[src/rtl/serial_multicaster_pkg.sv]
// Shared types for the serial multicaster: header mode encoding and FSM states.
package multicast_pkg;

  typedef enum logic [1:0] {
    UNI   = 2'b00,
    GROUP = 2'b01,
    LINE  = 2'b10,
    BCAST = 2'b11
  } mode_e;

  typedef enum logic [2:0] {
    IDLE,
    MODE,
    GADDR,
    LADDR,
    PAYLOAD
  } state_e;

  function automatic int max2(int a, int b);
    return (a > b) ? a : b;
  endfunction

endpackage

[src/rtl/serial_multicaster_if.sv]
// Serial input handshake and fan-out line bus of the multicaster.
interface serial_multicaster_if #(
  parameter int N = 16
);
  logic         serIn;
  logic         ser_valid;
  logic         abort;
  logic [0:N-1] W;
  logic         valid;
  logic         busy;
  logic         done;

  modport master (output serIn, ser_valid, abort, input W, valid, busy, done);
  modport slave  (input serIn, ser_valid, abort, output W, valid, busy, done);
endinterface

[src/rtl/serial_multicaster_decoder.sv]
// Combinational mode/group/line to output-line mask decode; bit g*LINES+l is line l of group g.
module line_mask_decoder
  import multicast_pkg::*;
#(
  parameter  int GROUPS = 4,
  parameter  int LINES  = 4,
  localparam int GW     = $clog2(GROUPS),
  localparam int LW     = $clog2(LINES),
  localparam int N      = GROUPS * LINES
) (
  input  mode_e         mode,
  input  logic [GW-1:0] g,
  input  logic [LW-1:0] l,
  output logic [0:N-1]  mask
);

  for (genvar gi = 0; gi < GROUPS; gi++) begin : g_grp
    for (genvar li = 0; li < LINES; li++) begin : g_line
      logic hit_g, hit_l;
      assign hit_g = (g == GW'(gi));
      assign hit_l = (l == LW'(li));
      assign mask[gi*LINES+li] = (mode == BCAST)
                               | ((mode == GROUP) & hit_g)
                               | ((mode == LINE)  & hit_l)
                               | ((mode == UNI)   & hit_g & hit_l);
    end
  end

endmodule

[src/rtl/serial_multicaster.sv]
// Framed serial receiver that steers each payload bit onto one line, a group,
// a line index across groups, or all lines, with registered outputs.
module serial_multicaster
  import multicast_pkg::*;
#(
  parameter int GROUPS      = 4,
  parameter int LINES       = 4,
  parameter int PAYLOAD_LEN = 8
) (
  input logic clk,
  input logic rstn,
  serial_multicaster_if.slave bus
);

  localparam int GW = $clog2(GROUPS);
  localparam int LW = $clog2(LINES);
  localparam int N  = GROUPS * LINES;
  localparam int CW = $clog2(max2(max2(PAYLOAD_LEN, 2), max2(GW, LW)));

  state_e        state, state_nx, adv;
  logic [CW-1:0] cnt, cnt_nx, last;
  logic [1:0]    mode_q;
  logic [GW-1:0] g_q;
  logic [LW-1:0] l_q, l_full;
  logic [0:N-1]  mask_q, mask_nx;
  logic          accept, pay_bit, last_bit;

  // abort beats ser_valid: a bit presented with abort is never consumed
  assign accept   = bus.ser_valid & ~bus.abort;
  assign l_full   = LW'({l_q, bus.serIn});
  assign bus.busy = (state != IDLE);

  // decode sees the final line bit in flight so the mask is ready for payload
  line_mask_decoder #(.GROUPS(GROUPS), .LINES(LINES)) u_dec (
    .mode (mode_e'(mode_q)),
    .g    (g_q),
    .l    (l_full),
    .mask (mask_nx)
  );

  always_comb begin
    state_nx = state;
    cnt_nx   = cnt;
    last     = '0;
    adv      = MODE;
    case (state)
      MODE:    begin last = CW'(1);             adv = GADDR;   end
      GADDR:   begin last = CW'(GW - 1);        adv = LADDR;   end
      LADDR:   begin last = CW'(LW - 1);        adv = PAYLOAD; end
      PAYLOAD: begin last = CW'(PAYLOAD_LEN-1); adv = IDLE;    end
      default: ;
    endcase
    if (accept) begin
      if (state == IDLE) begin
        if (bus.serIn) state_nx = MODE;
      end else if (cnt == last) begin
        state_nx = adv;
        cnt_nx   = '0;
      end else begin
        cnt_nx = cnt + 1'b1;
      end
    end
    if (bus.abort) begin
      state_nx = IDLE;
      cnt_nx   = '0;
    end
    pay_bit  = accept & (state == PAYLOAD);
    last_bit = pay_bit & (cnt == last);
  end

  always_ff @(posedge clk or negedge rstn) begin
    if (!rstn) begin
      state <= IDLE;
      cnt   <= '0;
    end else begin
      state <= state_nx;
      cnt   <= cnt_nx;
    end
  end

  always_ff @(posedge clk or negedge rstn) begin
    if (!rstn) begin
      mode_q    <= '0;
      g_q       <= '0;
      l_q       <= '0;
      mask_q    <= '0;
      bus.W     <= '0;
      bus.valid <= 1'b0;
      bus.done  <= 1'b0;
    end else begin
      if (accept) begin
        case (state)
          MODE:  mode_q <= {mode_q[0], bus.serIn};
          GADDR: g_q    <= GW'({g_q, bus.serIn});
          LADDR: begin
            l_q <= l_full;
            if (cnt == last) mask_q <= mask_nx;
          end
          default: ;
        endcase
      end
      bus.W     <= pay_bit ? (mask_q & {N{bus.serIn}}) : '0;
      bus.valid <= pay_bit;
      bus.done  <= last_bit;
    end
  end

endmodule

[src/flat_wrapper.sv]
// flat-port wrapper written by rule: the top's interface ports become plain ports
module serial_multicaster_flat import multicast_pkg::*;
#(
  parameter int GROUPS      = 4,
  parameter int LINES       = 4,
  parameter int PAYLOAD_LEN = 8
)
  (clk, rstn, bus_serIn, bus_ser_valid, bus_abort, bus_W, bus_valid, bus_busy, bus_done);
  serial_multicaster_if #(.N((GROUPS * LINES))) bus_i ();
  input logic clk;
  input logic rstn;
  input wire logic [$bits(bus_i.serIn)-1:0] bus_serIn;
  input wire logic [$bits(bus_i.ser_valid)-1:0] bus_ser_valid;
  input wire logic [$bits(bus_i.abort)-1:0] bus_abort;
  output wire logic [$bits(bus_i.W)-1:0] bus_W;
  output wire logic [$bits(bus_i.valid)-1:0] bus_valid;
  output wire logic [$bits(bus_i.busy)-1:0] bus_busy;
  output wire logic [$bits(bus_i.done)-1:0] bus_done;
  assign bus_i.serIn = bus_serIn;
  assign bus_i.ser_valid = bus_ser_valid;
  assign bus_i.abort = bus_abort;
  assign bus_W = bus_i.W;
  assign bus_valid = bus_i.valid;
  assign bus_busy = bus_i.busy;
  assign bus_done = bus_i.done;
  serial_multicaster #(.GROUPS(GROUPS), .LINES(LINES), .PAYLOAD_LEN(PAYLOAD_LEN)) u_core (.clk(clk), .rstn(rstn), .bus(bus_i));
endmodule
[config.mk]
export PLATFORM = sky130hd
export DESIGN_NAME = serial_multicaster_flat
export DESIGN_NICKNAME = d
export VERILOG_FILES = /design/src/rtl/serial_multicaster_pkg.sv /design/src/rtl/serial_multicaster_if.sv /design/src/rtl/serial_multicaster_decoder.sv /design/src/rtl/serial_multicaster.sv /design/src/flat_wrapper.sv
export SDC_FILE = /design/constraint.sdc
export NUM_CORES = 1
export LEC_CHECK = 0
export CAP_MARGIN = 20
export CELL_PAD_IN_SITES_DETAIL_PLACEMENT = 0
export CELL_PAD_IN_SITES_GLOBAL_PLACEMENT = 1
export CORE_ASPECT_RATIO = 0.7
export CORE_MARGIN = 2
export CORE_UTILIZATION = 40
export DETAILED_ROUTE_END_ITERATION = 8
export GPL_TIMING_DRIVEN = 0
export PLACE_DENSITY_LB_ADDON = 0.1
export RECOVER_POWER = 50
export SYNTH_ARGS = -nofsm -noshare
export SYNTH_HDL_FRONTEND = slang
export SYNTH_SLANG_ARGS = --single-unit
[constraint.sdc]
create_clock -name clk -period 3.8 [get_ports clk]
set_input_delay 0.76 -clock clk [delete_from_list [all_inputs] [get_ports clk]]
set_output_delay 0.76 -clock clk [all_outputs]
set_load 0.02 [all_outputs]
==> run_results.csv <==
group,metric,value,unit
sta,fmax,0.377,GHz
floorplan,die_x,88.5,um
sta,hold_viol_final,0,
setup_path,reg2reg_depth,6,
setup_path,worst_r2r_endpoint,"u_core.mask_q[2]",
floorplan,pin_count,24,
power,power.switching,250,uW
cts,cts_setup_buffers,0,
detailed_routing,drc,0,
global_route,grt_max_degree,28,
cts,numCtsBuffers,5,
logic_synthesis,synthTopCellsByArea,"dfrtp_1, mux2_4, and2_1",
sta,fin_skew,2.36,ps
floorplan,die_y,63.1,um
floorplan,initial_core_util,0.418,
place,port_buffers,23,
hold_path,min_delay_path_depth,1,
final_layout,diodes,0,
logic_synthesis,synth_top_area_share,0.564,
detailed_routing,avgViaCountPerCell,4.81,
logic_synthesis,yosys.area_share.xor_xnor,0.00439,
sta,period_needed,2650,ps
power,p_leak,1.14,nW
setup_path,worstPathBufferInverterCount,2,
power,pwr-share-comb,0.115,
global_route,grt_pass1_vias,1304,
setup_path,crit_path_start_kind,"flop",
cts,cts.repair.resized,0,
setup_path,reg2reg_from,"u_core.cnt[1]",
sta,timing.hold.ws,483,ps
cts,cts_tree,"built",
logic_synthesis,syn_area,2000,um2
cts,ctsHoldBuffers,0,
logic_synthesis,yosys.cell_count.top_type,"dfrtp_1",
setup_path,crit_path_start,"u_core.state[2]",
place,gp_congestion,0.808,
logic_synthesis,synth_top_family_by_area,"simple AND/OR/NAND/NOR gates",
logic_synthesis,synth-adder-area-share,0.00627,
floorplan,coreArea,4780,um2
floorplan,rows,21,
setup_path,path_class,"flop to output pin",
logic_synthesis,synth_edf_count,0,
sta,drv_slew,0,
logic_synthesis,syn-instance-count,172,
place,hpwl,2.69,mm
logic_synthesis,synthMuxAreaShare,0.123,
power,power.share.clock,0.402,
power,power.internal,788,uW
hold_path,hp-class,"flop to flop",
logic_synthesis,synth_compound_area_frac,0.0934,
sta,fin_crit_sh,0.697,
final_layout,nets,209,
cts,worstSkewPairLatency,290,ps
setup_path,crit_chain,"clkbuf_1, or3_1, clkdlybuf4s50_1",
logic_synthesis,avgSynthCellArea,11.6,um2
sta,rsz0062_at_grt,"false",
floorplan,die-area,5580,um2
detailed_routing,wl_per_cell,13.3,um
power,switching_share,0.241,
logic_synthesis,yosysTopAreaCell,"dfrtp_1",
sta,finalSetupViolCount,0,
cts,cts.clk_slew.worst_paths,80,ps
detailed_routing,first_pass_iters,4,
global_route,grt_first_pass_wirelength,6.18,mm
logic_synthesis,ys.warnings.count,0,
cts,cts.sinks,45,
logic_synthesis,synth_cell_types,38,
logic_synthesis,synth_ff_type,"dfrtp_1",
flow_run,drv_cap,0,
place,post_dp_cell_area,2330,um2
detailed_routing,drt-total-wl,3.63,mm
detailed_routing,num_vias,1312,
cts,cts.path.max_buffers,2,
power,p_per_area,424,nW/um2
final_layout,final_area,2440,um2
logic_synthesis,syn_nets,178,
place,post-place-ws,1020,ps
sta,slew_headroom,0.0787,
cts,cts_htree_levels,2,
setup_path,worstPathArrival,1890,ps
setup_path,ff2ff_setup_slack,1630,ps
cts,cts_root_buf,"clkbuf_8",
logic_synthesis,async_flop_share,1.00,
setup_path,max_stage_delay,550,ps
hold_path,hold_path_end,"u_core.bus.W[3]",
logic_synthesis,synth-simple-area-share,0.171,
detailed_routing,drtIter0Drc,47,
final_layout,areaGrowthSynthToFinish,22.4,%
setup_path,cp_slowest_cell,"clkdlybuf4s50_1",
global_route,grt_usage,0.145,
sta,setup_ws,1150,ps
setup_path,end_kind,"output pin",
logic_synthesis,synth_seq_area_share,0.564,
run_status,status,"finished clean",
setup_path,cp_top_family,"buffers and inverters",
sta,worstMarginPinSlew,1380,ps
final_layout,drive_above_1_share,0.181,
logic_synthesis,synthTopCellsByCount,"dfrtp_1, nor2_1, and2_1",
global_route,overflow,0,
setup_path,worst_ep_required_time,3040,ps
hold_path,min_from,"u_core.mask_q[3]",
global_route,antenna_found_initial,0,
detailed_routing,ant_nets,0,
power,peakVddDrop,0.218,mV
setup_path,cp_max_fo,10,
power,p_seq_frac,0.483,
logic_synthesis,synth-seq-cells,45,
sta,setup-tns-final,0,ps
-- sequential cells by signal, indices dropped and copies added (netlist names) --
register          count
u_core.bus.W         16
u_core.bus.done       1
u_core.bus.valid      1
u_core.cnt            3
u_core.g_q            2
u_core.l_q            1
u_core.mask_q        16
u_core.mode_q         2
u_core.state          3
-- logic make-up after synthesis --
group / count (synthesis)
AO/OA/AOI/OAI: 28
XOR/XNOR: 1
adder cells (fa/ha/maj): 1
buffers and inverters: 15
flip-flops: 45
multiplexers: 19
AND/OR/NAND/NOR: 63
-- routing by layer --
layer	share of wire	track usage	vias to the layer above
met5	0	0	-
met2	0.40	0.200	23
met3	0.039	0.0406	5
li1	-	-	654
met1	0.55	0.223	630
met4	0.0085	0.0398	0
-- area by class of cell --
type | instances | area, um2
plain buffers | 8 | 50.0
clock buffers | 5 | 68.8
clock inverters | 3 | 65.1
fillers | 426 | 2340
inverters | 7 | 26.3
multi-input cells | 112 | 795
flip-flops and latches | 45 | 1130
well taps | 69 | 86.3
repair buffers | 24 | 228
-- placed cells by master (no fill, tap or decap), types with 2 or more instances in the layout --
master | netlist | routed
dfrtp_1 | 45 | 45
nor2_1 | 20 | 20
clkdlybuf4s50_1 | 0 | 19
and2_1 | 16 | 16
a21oi_1 | 13 | 13
nand2_1 | 10 | 10
mux2_4 | 9 | 9
mux2_2 | 8 | 8
inv_1 | 7 | 7
clkbuf_8 | 0 | 5
clkbuf_1 | 2 | 4
o21ai_0 | 4 | 4
buf_2 | 3 | 3
o31ai_1 | 3 | 3
nand3_1 | 3 | 3
dlygate4sd3_1 | 0 | 3
buf_6 | 2 | 2
nand3b_1 | 2 | 2
nor3b_1 | 2 | 2
mux2i_1 | 2 | 2
bufinv_16 | 0 | 2
-- worst reg2reg max path: stages, from the launching register on --
cell	delay, ps
dfrtp_1	390
clkbuf_2	180
nor4_2	260
o21ai_2	170
a211oi_4	500
buf_6	250
mux2_4	310
-- power groups by stage --
stage / registers (mW) / clock network, mW / logic (mW)
4_1_cts: 0.501 / 0.429 / 0.123
3_3_place_gp: 0.510 / 0 / 0.120
5_1_grt: 0.503 / 0.454 / 0.134
3_5_place_dp: 0.511 / 0 / 0.123
6_report: 0.501 / 0.418 / 0.119
2_1_floorplan: 0.507 / 0 / 0.0780
-- worst max path at each step --
stage                        to  slack [ps]  depth (start not counted)
3_5_place_dp   u_core.mask_q[2]        1020                          5
4_1_cts                bus_busy        1150                          3
2_1_floorplan  u_core.mask_q[0]        1850                          4
5_1_grt        u_core.bus.W[13]         910                          2
3_3_place_gp   u_core.mask_q[5]         860                          1
6_report               bus_busy        1150                          3
-- per-stage QoR --
step                      utilization  power [mW]  instances
after floorplan                     -       0.585        172
after global placement          0.484       0.630        264
after detailed placement        0.487       0.633        265
after CTS                       0.515        1.05        273
after global routing            0.511        1.09        273
final                           0.511        1.04        273
Note: power is estimated with default switching activity, not from simulation.
